File: src/rtl/lc3b_types.sv
// Shared LC-3b type definitions used by the memory-side blocks.
// Holds the arbiter state encoding and line/word typedefs.
package lc3b_types;

    typedef logic [15:0]  lc3b_word;
    typedef logic [127:0] lc3b_block;

    typedef enum logic [1:0] {
        ARB_IDLE,
        ARB_I_BUSY,
        ARB_D_BUSY,
        ARB_DONE
    } lc3b_arb_state;

    localparam int ARB_STARVE_MAX = 15;

    function automatic logic [3:0] starve_next(input logic [3:0] cnt);
        return (cnt == 4'(ARB_STARVE_MAX)) ? cnt : cnt + 4'd1;
    endfunction

endpackage

File: src/rtl/sat_counter.sv
// Saturating up-counter; sticks at all-ones instead of wrapping.
// Shared by the arbiter and the performance-counter block.
module sat_counter #(
    parameter int WIDTH = 16
) (
    input  logic             clk,
    input  logic             rst_n,
    input  logic             inc,
    output logic [WIDTH-1:0] count
);

    always_ff @(posedge clk or negedge rst_n) begin
        if (!rst_n) begin
            count <= '0;
        end else if (inc && (count != '1)) begin
            count <= count + WIDTH'(1);
        end
    end

endmodule

File: src/rtl/mem_arbiter.sv
// Unified physical-memory arbiter for the I-side and D-side miss paths.
// D has fixed priority; I is forced through after STARVE_LIMIT D grants.
import lc3b_types::*;

module mem_arbiter #(
    parameter int LINE_W       = 128,
    parameter int ADDR_W       = 16,
    parameter int STARVE_LIMIT = 4,
    parameter int CNT_W        = 16
) (
    input  logic              clk,
    input  logic              rst_n,
    input  logic              i_read,
    input  logic [ADDR_W-1:0] i_address,
    output logic [LINE_W-1:0] i_rdata,
    output logic              i_resp,
    input  logic              d_read,
    input  logic              d_write,
    input  logic [ADDR_W-1:0] d_address,
    input  logic [LINE_W-1:0] d_wdata,
    output logic [LINE_W-1:0] d_rdata,
    output logic              d_resp,
    output logic              pmem_read,
    output logic              pmem_write,
    output logic [ADDR_W-1:0] pmem_address,
    output logic [LINE_W-1:0] pmem_wdata,
    input  logic [LINE_W-1:0] pmem_rdata,
    input  logic              pmem_resp,
    output logic [CNT_W-1:0]  i_grant_cnt,
    output logic [CNT_W-1:0]  d_grant_cnt,
    output logic [CNT_W-1:0]  i_wait_cnt
);

    localparam logic [3:0] LIMIT = 4'(STARVE_LIMIT);

    lc3b_arb_state     state_q;
    lc3b_arb_state     state_d;
    logic              owner_d_q;
    logic              wr_q;
    logic [ADDR_W-1:0] addr_q;
    logic [LINE_W-1:0] wdata_q;
    logic [3:0]        starve_q;
    logic              busy;
    logic              d_req;
    logic              grant_d;
    logic              grant_i;
    logic              i_done;
    logic              d_done;
    logic              i_wait;

    assign d_req   = d_read | d_write;
    assign busy    = (state_q == ARB_I_BUSY) || (state_q == ARB_D_BUSY);
    assign grant_d = (state_q == ARB_IDLE) && d_req &&
                     (!i_read || (starve_q < LIMIT));
    assign grant_i = (state_q == ARB_IDLE) && !grant_d && i_read;

    always_ff @(posedge clk or negedge rst_n) begin
        if (!rst_n) begin
            state_q <= ARB_IDLE;
        end else begin
            state_q <= state_d;
        end
    end

    always_comb begin
        state_d = state_q;
        unique case (state_q)
            ARB_IDLE: begin
                if (grant_d) begin
                    state_d = ARB_D_BUSY;
                end else if (grant_i) begin
                    state_d = ARB_I_BUSY;
                end
            end
            ARB_I_BUSY, ARB_D_BUSY: begin
                if (pmem_resp) begin
                    state_d = ARB_DONE;
                end
            end
            ARB_DONE: state_d = ARB_IDLE;
            default:  state_d = ARB_IDLE;
        endcase
    end

    // Request fields are latched at grant so requester changes mid-flight are ignored.
    always_ff @(posedge clk or negedge rst_n) begin
        if (!rst_n) begin
            owner_d_q <= 1'b0;
            wr_q      <= 1'b0;
            addr_q    <= '0;
            wdata_q   <= '0;
            starve_q  <= '0;
            i_rdata   <= '0;
            d_rdata   <= '0;
        end else begin
            if (grant_d) begin
                owner_d_q <= 1'b1;
                wr_q      <= d_write;
                addr_q    <= d_address;
                wdata_q   <= d_wdata;
                starve_q  <= i_read ? starve_next(starve_q) : 4'd0;
            end else if (grant_i) begin
                owner_d_q <= 1'b0;
                wr_q      <= 1'b0;
                addr_q    <= i_address;
                starve_q  <= 4'd0;
            end
            if (busy && pmem_resp && !wr_q) begin
                if (state_q == ARB_D_BUSY) begin
                    d_rdata <= pmem_rdata;
                end else begin
                    i_rdata <= pmem_rdata;
                end
            end
        end
    end

    always_comb begin
        pmem_read    = busy && !wr_q;
        pmem_write   = busy && wr_q;
        pmem_address = busy ? addr_q : '0;
        pmem_wdata   = (busy && wr_q) ? wdata_q : '0;
        i_resp       = (state_q == ARB_DONE) && !owner_d_q;
        d_resp       = (state_q == ARB_DONE) && owner_d_q;
    end

    assign i_done = i_resp;
    assign d_done = d_resp;
    assign i_wait = i_read && (state_q != ARB_I_BUSY) && !i_resp;

    sat_counter #(.WIDTH(CNT_W)) u_i_grant (
        .clk   (clk),
        .rst_n (rst_n),
        .inc   (i_done),
        .count (i_grant_cnt)
    );

    sat_counter #(.WIDTH(CNT_W)) u_d_grant (
        .clk   (clk),
        .rst_n (rst_n),
        .inc   (d_done),
        .count (d_grant_cnt)
    );

    sat_counter #(.WIDTH(CNT_W)) u_i_wait (
        .clk   (clk),
        .rst_n (rst_n),
        .inc   (i_wait),
        .count (i_wait_cnt)
    );

endmodule
File: config.mk
export PLATFORM = sky130hd
export DESIGN_NAME = mem_arbiter
export DESIGN_NICKNAME = d
export VERILOG_FILES = /design/src/rtl/lc3b_types.sv /design/src/rtl/sat_counter.sv /design/src/rtl/mem_arbiter.sv
export SDC_FILE = /design/constraint.sdc
export NUM_CORES = 1
export LEC_CHECK = 0
export CAP_MARGIN = 20
export CELL_PAD_IN_SITES_DETAIL_PLACEMENT = 0
export CELL_PAD_IN_SITES_GLOBAL_PLACEMENT = 2
export CORE_AREA = 2 2 290 292
export DETAILED_ROUTE_END_ITERATION = 8
export DIE_AREA = 0 0 292 294
export PLACE_DENSITY = 0.81
export SLEW_MARGIN = 20
export SYNTH_ARGS = -nofsm -noshare
export SYNTH_HDL_FRONTEND = slang
export SYNTH_SLANG_ARGS = --single-unit
File: constraint.sdc
create_clock -name clk -period 4.35 [get_ports clk]
set_input_delay 1.0875 -clock clk [delete_from_list [all_inputs] [get_ports clk]]
set_output_delay 1.0875 -clock clk [all_outputs]
set_load 0.005 [all_outputs]
# ---- Yosys cells after proc, flatten, opt, wreduce, memory -nomap -nowiden
# Index checks and enable logic that the tools add are counted.
dict set report word_totals {
  reg_bits 456
  output_inout_bits 452
  wordCells 73
}
dict set report classes {
  add_sub_neg 4
  magnitude_cmp 1
  eq_ne 11
  mux 15
  n_bitwise 2
  reduce_logical 29
}
# cell count
set ops {}
lappend ops {{two-way mux 128 bit} 1}
lappend ops {{adder 16 x 1 -> 16 bit (second input constant)} 3}
lappend ops {{two-way mux 16 bit} 3}
lappend ops {{!= test 16 bit (second input constant)} 3}
lappend ops {{two-way mux 4 bit} 4}
lappend ops {{logical AND 1 bit} 15}
lappend ops {{AND reduction 2 bit} 4}
lappend ops {{two-way mux 2 bit} 3}
lappend ops {{!= test 3 bit (second input constant)} 2}
lappend ops {{one-hot mux 2 bit (3 select lines)} 1}
lappend ops {{logical NOT 1 bit} 5}
lappend ops {{adder 4 x 1 -> 4 bit (second input constant)} 1}
lappend ops {{equality test 2 bit (second input constant)} 2}
lappend ops {{equality test 4 bit (second input constant)} 1}
lappend ops {{< comparator 4 x 3 -> 1 bit (second input constant)} 1}
lappend ops {{two-way mux 1 bit} 3}
lappend ops {{equality test 2 x 1 -> 1 bit (second input constant)} 1}
lappend ops {{logical NOT 2 bit} 1}
lappend ops {{logical OR 1 bit} 2}
lappend ops {{!= test 2 x 1 -> 1 bit (second input constant)} 1}
lappend ops {{!= test 2 bit (second input constant)} 1}
lappend ops {{nonzero test 2 bit} 1}
lappend ops {{OR reduction 2 bit} 1}
lappend ops {{NOT 1 bit} 1}
lappend ops {{OR 1 bit} 1}

# ---- Longest topological paths before layout
# Gate-level depths: netlist (run 1).
dict set report depth {
  ltp_word 9
  ltp_mapped 8
  depth_no_buf 6
}

# ---- Cells and area by module
# Synthesis (run 1) repeated with hierarchy kept, for this count alone.
dict set report hier_totals {
  cells_unflattened 1608
  hier_area_um2 19145.9
}
# mod n_inst cells_per_inst area_per_inst_um2 seq_area_each_um2
set modules_own_cells {}
lappend modules_own_cells {mem_arbiter 1 1392 16567.1 10209.8}
lappend modules_own_cells {sat_counter 3 72 859.6 400.4}

# ---- Worst setup path before layout (run 1)
# No wires, ideal clock.
dict set report synth_timing {
  path_kind {flip-flop to output port}
  start {register state_q[1]}
  end {output pmem_wdata[100]}
  arrival_ns 1.401
  required_time_ns 3.263
  slack_ns 1.862
  path_stages_with_launch 6
  cell_sequence {dfrtp_1 -> inv_1 -> ha_1 -> clkbuf_1 -> clkbuf_1 -> and3_1}
}
dict set report synth_via {
  elab_chain_cells 4
  elab_cells_between_ends 5
}
# item line_no
set synth_lines {}
lappend synth_lines {{from (decl)} mem_arbiter.sv:36} ;# lc3b_arb_state state_q;
lappend synth_lines {{from (signal assigned)} mem_arbiter.sv:61} ;# state_q <= state_d;
lappend synth_lines {{equality test 2 x 1 -> 1 bit / equality test 2 bit (equally long branches)} mem_arbiter.sv:52} ;# assign busy = (state_q == ARB_I_BUSY) || (state_q == ARB_D_BUSY);
lappend synth_lines {{logical OR 1 bit *} mem_arbiter.sv:52}
lappend synth_lines {{logical AND 1 bit *} mem_arbiter.sv:122} ;# pmem_wdata = (busy && wr_q) ? wdata_q : '0;
lappend synth_lines {{two-way mux 128 bit *} mem_arbiter.sv:122}
lappend synth_lines {{to (decl)} mem_arbiter.sv:26} ;# output logic [LINE_W-1:0] pmem_wdata,
# Mark *: on every way between the ends. The rest lies on a longest branch, timed or not.

# ---- Worst setup path in the final report (run 1)
dict set report layout_timing {
  start {register state_q[0]}
  end {output pmem_wdata[124]}
}
# The elaborated chain is that of the path after synthesis.

==> results of run 1 <==
==> where the power goes <==
group | switching, mW | internal (mW) | total (mW)
Clock | 1.85 | 2.58 | 4.44
Sequential | 1.25 | 6.22 | 7.47
Combinational | 3.92 | 5.21 | 9.12
==> logic make-up (layout without fill, tap and decap cells) <==
group | after synthesis | count (layout) | synth area share (%)
other cells | 0 | 3 | 0
flops | 456 | 456 | 60.6
simple gates | 692 | 692 | 17.0
xor+xnor | 27 | 27 | 1.25
fa+ha+maj | 9 | 9 | 0.598
buf+inv | 105 | 881 | 2.60
compound gates | 66 | 66 | 1.98
mux | 268 | 268 | 16.0
==> synthesized netlist by cell type, drive strengths merged, types with 12 or more instances <==
cell type / instances
nor2: 28
nor4: 12
and2: 22
nand4: 15
nand2: 429
a21oi: 44
clkbuf: 46
mux2: 266
dfrtp: 456
xor2: 23
nand3: 17
and3: 135
buf: 55
nor3: 16
==> per-stage QoR <==
step	hold slack [ns]	setup WS (ns)	total power, mW	cell area (um2)	util, %
after detailed placement	0.457	0.905	16.8	27700	33.4
after global routing	0.492	0.173	22.4	29400	35.5
after global placement	0.451	0.967	16.6	27700	33.4
after floorplan	0.439	1.86	10.8	18800	-
after CTS	0.471	0.242	21.4	29400	35.5
final	0.466	0.366	21.0	29400	35.5
==> per-layer routing <==
layer | wire, um | global-route usage, %
met4 | 2160 | 5.29
met2 | 33300 | 26.0
met5 | 11 | 0
met1 | 26100 | 17.3
met3 | 5490 | 5.02
==> sequential cells by signal, indices dropped and copies added (netlist names), 2 cells and up <==
| name | cells |
|---|---|
| addr_q | 16 |
| d_rdata | 128 |
| i_rdata | 128 |
| starve_q | 4 |
| state_q | 2 |
| u_d_grant.count | 16 |
| u_i_grant.count | 16 |
| u_i_wait.count | 16 |
| wdata_q | 128 |
==> how the worst max path moves through the flow <==
stage | slack, ns | from | depth (start not counted) | to
CTS | 0.24 | state_q[0]$_DFFE_PN0P_ | 4 | pmem_read
finish | 0.37 | state_q[0]$_DFFE_PN0P_ | 5 | pmem_wdata[124]
detailed placement | 0.90 | i_read | 6 | addr_q[5]$_DFFE_PN0P_
global route | 0.17 | state_q[0]$_DFFE_PN0P_ | 5 | pmem_wdata[124]
floorplan | 1.86 | state_q[1]$_DFFE_PN0P_ | 5 | pmem_wdata[100]
global placement | 0.97 | i_read | 6 | addr_q[5]$_DFFE_PN0P_
==> layout make-up <==
| class | instances | area [um2] |
|---|---|---|
| Antenna cell | 3 | 7.51 |
| Sequential cell | 456 | 11400 |
| Clock buffer | 82 | 1590 |
| Timing Repair Buffer | 779 | 7890 |
| Tap cell | 1080 | 1350 |
| Fill cell | 8216 | 53500 |
| Inverter | 4 | 15.0 |
| Clock inverter | 16 | 166 |
| Multi-Input combinational cell | 1062 | 7010 |
==> cells in the final DEF, fill, tap and decap left out, types with 2 or more instances in the layout <==
cell / count
nor3_1: 16
nand3_4: 2
nand2b_1: 4
o21ai_0: 3
ha_1: 8
clkbuf_8: 13
clkdlybuf4s50_1: 744
nor2_1: 27
clkbuf_16: 54
inv_1: 3
nor2b_1: 2
nand2_1: 429
buf_4: 20
a31oi_1: 6
and4_1: 3
xor2_1: 23
nand3_1: 14
diode_2: 3
mux2i_1: 2
nor4_1: 9
o21ai_1: 2
mux2_1: 266
nand4_1: 13
nor4_2: 2
o31ai_1: 2
buf_12: 14
a21oi_1: 44
xnor2_1: 4
clkbuf_1: 15
and2_1: 22
nand4_2: 2
dfrtp_1: 455
clkinv_2: 10
and3_1: 134
a32o_1: 2
==> critical path, stage by stage, from the launching register on <==
cell and delay, ns:
dfrtp_1 0.38, inv_1 0.13, ha_4 0.70, buf_4 0.35, and3_1 0.17, clkdlybuf4s50_1 0.52
==> impl_results.md, run 1 <==
- Status: complete, no violations
- Worst-path clk slew: 0.07 ns
- Yosys reg bits: 456
- CTS tree: done
- Port bufs: 745
- Worst R2R Start: state_q[0]$_DFFE_PN0P_
- Post-detail-place hpwl: 50.6 mm
- Setup Viol. Count Final: 0
- Total GRT Usage: 15.0%
- Routed len/inst: 19.3 um
- Post-synth ARST share: 100%
- HP Class: register to register
- Post-synth design cell area: 18800 um2
- Vias in the first global route: 15760
- Power density over the cells: 714 nW/um2
- DP Cell Count: 3381
- Cell variety after synth: 47
- DRT antenna net count: 0
- Num rows: 106
- CTS max path bufs: 3
- Sink Count: 456
- Area leader, netlist: dfrtp_1
- Syn_nets: 1926
- Starting Density: 22.7%
- Number of synthesized flops with an enable pin: 0
- Post-CTS Setup Bufs: 0
- R2r setup slk: 1.13 ns
- DIE AREA: 85800 um2
- Top-area cell type share of the netlist area: 60.6%
- Num CTS Buffers: 54
- Fin. Hold Viols: 0
- Clock skew: 0.0467 ns
- Skew-Pair Late Insertion Delay: 0.61 ns
- WP data arrival: 2.90 ns
- Worst hold path stage count: 2
- Leak pwr: 13.3 nW
- Initial DRC Count: 533
- Max Cap Violations: 0
- Setup_tns: 0 ns
- H-tree level count: 2
- DRT Pass-1 Iters: 4
- Die Width: 292 um
- CP Data Required Time: 3.26 ns
- CTS root buf: clkbuf_16
- Boundary pin count: 746
- Initial antenna violation count: 5
- Die Y-Extent: 294 um
- Drt via density: 4.29
- Final worst-path cycle share: 91.6%
- Worst-margin pin slew: 0.822 ns
- Detailed-route via count: 14939
- Post-synthesis sequential area ratio: 60.6%
- Grt total ovfl: 0
- Hold Path Sink: wdata_q[54]$_DFFE_PN0P_
- Post-synthesis cell count: 1623
- Capture point of the worst reg-to-reg path: i_rdata[13]$_DFFE_PN0P_
- Global-route wire length before repair: 99.4 mm
- RSZ-0062 raised after global routing: no
- Synth top area cells: dfrtp_1, mux2_1, nand2_1
- Critical path endpoint category: primary output
- DRC violations left: 0
- Main flop type after synthesis: dfrtp_1
- Syn_area_per_cell: 11.6 um2
- Layout cells sized above 1: 5.71%
- YS warnings: 0
- Reg2Reg Depth: 7
- Core area: 82900 um2
- Fin nets: 2660
- Synth-to-layout area growth: 56.2%
- Critical path type: register to primary output
- Worst setup SP type: register
- Hold_sp: wdata_q[54]$_DFFE_PN0P_
- VDD IR max: 0.000392 V
- Crit path max fanout: 68
- Fin cells: 3482
- Min cycle time layout: 3.98 ns
- Post-CTS sizing: 0
- Max Slew Vio Count: 0
- GPL Wtd Cong: 0.834
- Fmax: 251 MHz
- Routed wire length: 67.1 mm
- Slew headroom: 45.2%
- Pin count of the biggest net entering global routing: 105
- CTS hold repair buffers: 0
(Power assumes the default switching activity.)
==> run 2: changes to the inputs <==
SLEW_MARGIN = default   (was 20)
==> run 2 against run 1 <==
Effect of this change:
- cell count hardly changed
- utilization hardly changed
- first-iteration DRC count is 2.1% lower
- register-to-register slack hardly changed
- critical endpoint is now pmem_wdata[108]
- worst hold slack hardly changed
- critical path type unchanged
- combinational power hardly changed
- wire length hardly changed
- global-route usage stayed put
- clock skew hardly changed
- critical path depth stayed put
- sequential cell count stayed put
- sequential share of layout area hardly changed
- largest power group unchanged
==> impl_results.md, run 2 (same netlist as run 1, synthesis figures left out) <==
- CTS root buf: clkbuf_16
- Total GRT Usage: 15.0%
- Max Cap Violations: 0
- Crit path max fanout: 68
- Post-detail-place hpwl: 50.6 mm
- Final worst-path cycle share: 92.0%
- DIE AREA: 85800 um2
- Vias in the first global route: 15760
- CP Buf/Inv Count: 3
- Status: complete, no violations
- Top Registers: d_rdata (128), i_rdata (128), wdata_q (128)
- Most frequent cells in the layout: clkdlybuf4s50_1, dfrtp_1, nand2_1
- Boundary pin count: 746
- Placed Area: 27700 um2
- Grt total ovfl: 0
- Routed len/inst: 19.3 um
- Slew headroom: 44.7%
- GPL Wtd Cong: 0.834
- Fin nets: 2661
- Critical path type: register to primary output
- Worst setup SP type: register
- Drt via density: 4.29
- Crit-path cells: inv_1 > ha_4 > buf_4 > and3_1 > clkdlybuf4s50_1
- HP Class: register to register
- DRC violations left: 0
- Global-route wire length before repair: 99.4 mm
- Fin. Hold Viols: 0
- Starting Density: 22.7%
- Pin count of the biggest net entering global routing: 105
- Post-CTS sizing: 0
- Core area: 82900 um2
- WP data arrival: 2.91 ns
- Skew-Pair Late Insertion Delay: 0.61 ns
- Fin cells: 3483
- Synth-to-layout area growth: 56.2%
- Num CTS Buffers: 54
- Die Y-Extent: 294 um
- Detailed-route via count: 14934
- CTS max path bufs: 3
- Routed wire length: 67.1 mm
- Clock skew: 0.0472 ns
- Max Slew Vio Count: 0
- Critical path endpoint category: primary output
- CTS hold repair buffers: 0
- Min cycle time layout: 4.00 ns
- Setup_tns: 0 ns
- CP Data Required Time: 3.26 ns
- Worst-margin pin slew: 0.830 ns
- Final instance area: 29400 um2
- CP top delay family: buffers and inverters
- Die Width: 292 um
- CP max stage cell: ha_4
- Setup Viol. Count Final: 0
- Port bufs: 745
- Layout cells sized above 1: 5.75%
- RSZ-0062 raised after global routing: no
- Fmax: 250 MHz
- H-tree level count: 2
- DP Cell Count: 3381
- CTS tree: done
- DRT antenna net count: 0
- Num rows: 106
- Power density over the cells: 714 nW/um2
- Initial DRC Count: 522
- VDD IR max: 0.000393 V
- DRT Pass-1 Iters: 4
- Initial antenna violation count: 5
- Worst-path clk slew: 0.07 ns
- Commonest non-fill, non-tap cell in the layout: clkdlybuf4s50_1
- Leak pwr: 13.2 nW
- Critical Path Max Stage Delay: 0.70 ns
- Post-CTS Setup Bufs: 0
- Sink Count: 456
==> run 2: changes by cell type in the layout (fill, tap and decap cells not counted), sizes merged <==
cell and delta:
buf +1
==> run 2: routing by layer <==
layer	global-route usage [%]	wire length (um)	part of all wire, %	vias to the layer above
li1	-	-	-	6943
met3	5.02	5490	8.2	106
met4	5.29	2180	3.2	2
met2	26.0	33300	50	540
met5	0	11	0.016	-
met1	17.3	26100	39	7343
==> run 2: report_power, final <==
part           switching, mW  total [mW]  internal, mW
sequential              1.25        7.47          6.22
combinational           3.92        9.13          5.21
clock                   1.86        4.44          2.58
==> run 2: path summary, 6_finish.rpt <==
| check | from | endpoint | slack (ns) | depth (start not counted) |
|---|---|---|---|---|
| setup / recovery | state_q[0]$_DFFE_PN0P_ | pmem_wdata[108] | 0.35 | 5 |
| hold / removal | wdata_q[54]$_DFFE_PN0P_ | wdata_q[54]$_DFFE_PN0P_ | 0.47 | 2 |
| setup reg to reg | state_q[0]$_DFFE_PN0P_ | i_rdata[13]$_DFFE_PN0P_ | 1.14 | 7 |
| hold reg to reg | wdata_q[54]$_DFFE_PN0P_ | wdata_q[54]$_DFFE_PN0P_ | 0.47 | 2 |
| max in group asynchronous | rst_n | i_rdata[95]$_DFFE_PN0P_ | 2.79 | 2 |
| min in group asynchronous | rst_n | wdata_q[93]$_DFFE_PN0P_ | 0.49 | 1 |
==> run 2: worst register-to-register path: cells and delay by family, from the launching register on <==
family / cells / cell delay (ns)
simple gates: 3 / 1.15
fa+ha+maj: 1 / 0.70
mux: 1 / 0.40
buf+inv: 2 / 0.47
flops: 1 / 0.38
==> run 2: final cells by class <==
| cell class | instances | area [um2] |
|---|---|---|
| fillers | 8218 | 53500 |
| repair buffers | 780 | 7900 |
| clock buffers | 82 | 1590 |
| clock inverters | 16 | 166 |
| diodes | 3 | 7.51 |
| flip-flops and latches | 456 | 11400 |
| inverters | 4 | 15.0 |
| multi-input cells | 1062 | 7000 |
| well taps | 1080 | 1350 |
==> run 2: through the flow <==
stage | total power [mW] | utilization (%) | worst slack [ns] | hold WS (ns)
floorplan | 10.8 | - | 1.86 | 0.439
global placement | 16.6 | 33.4 | 0.967 | 0.451
detailed placement | 16.8 | 33.4 | 0.905 | 0.457
CTS | 21.4 | 35.5 | 0.242 | 0.471
global route | 22.4 | 35.5 | 0.173 | 0.492
finish | 21.0 | 35.5 | 0.349 | 0.466
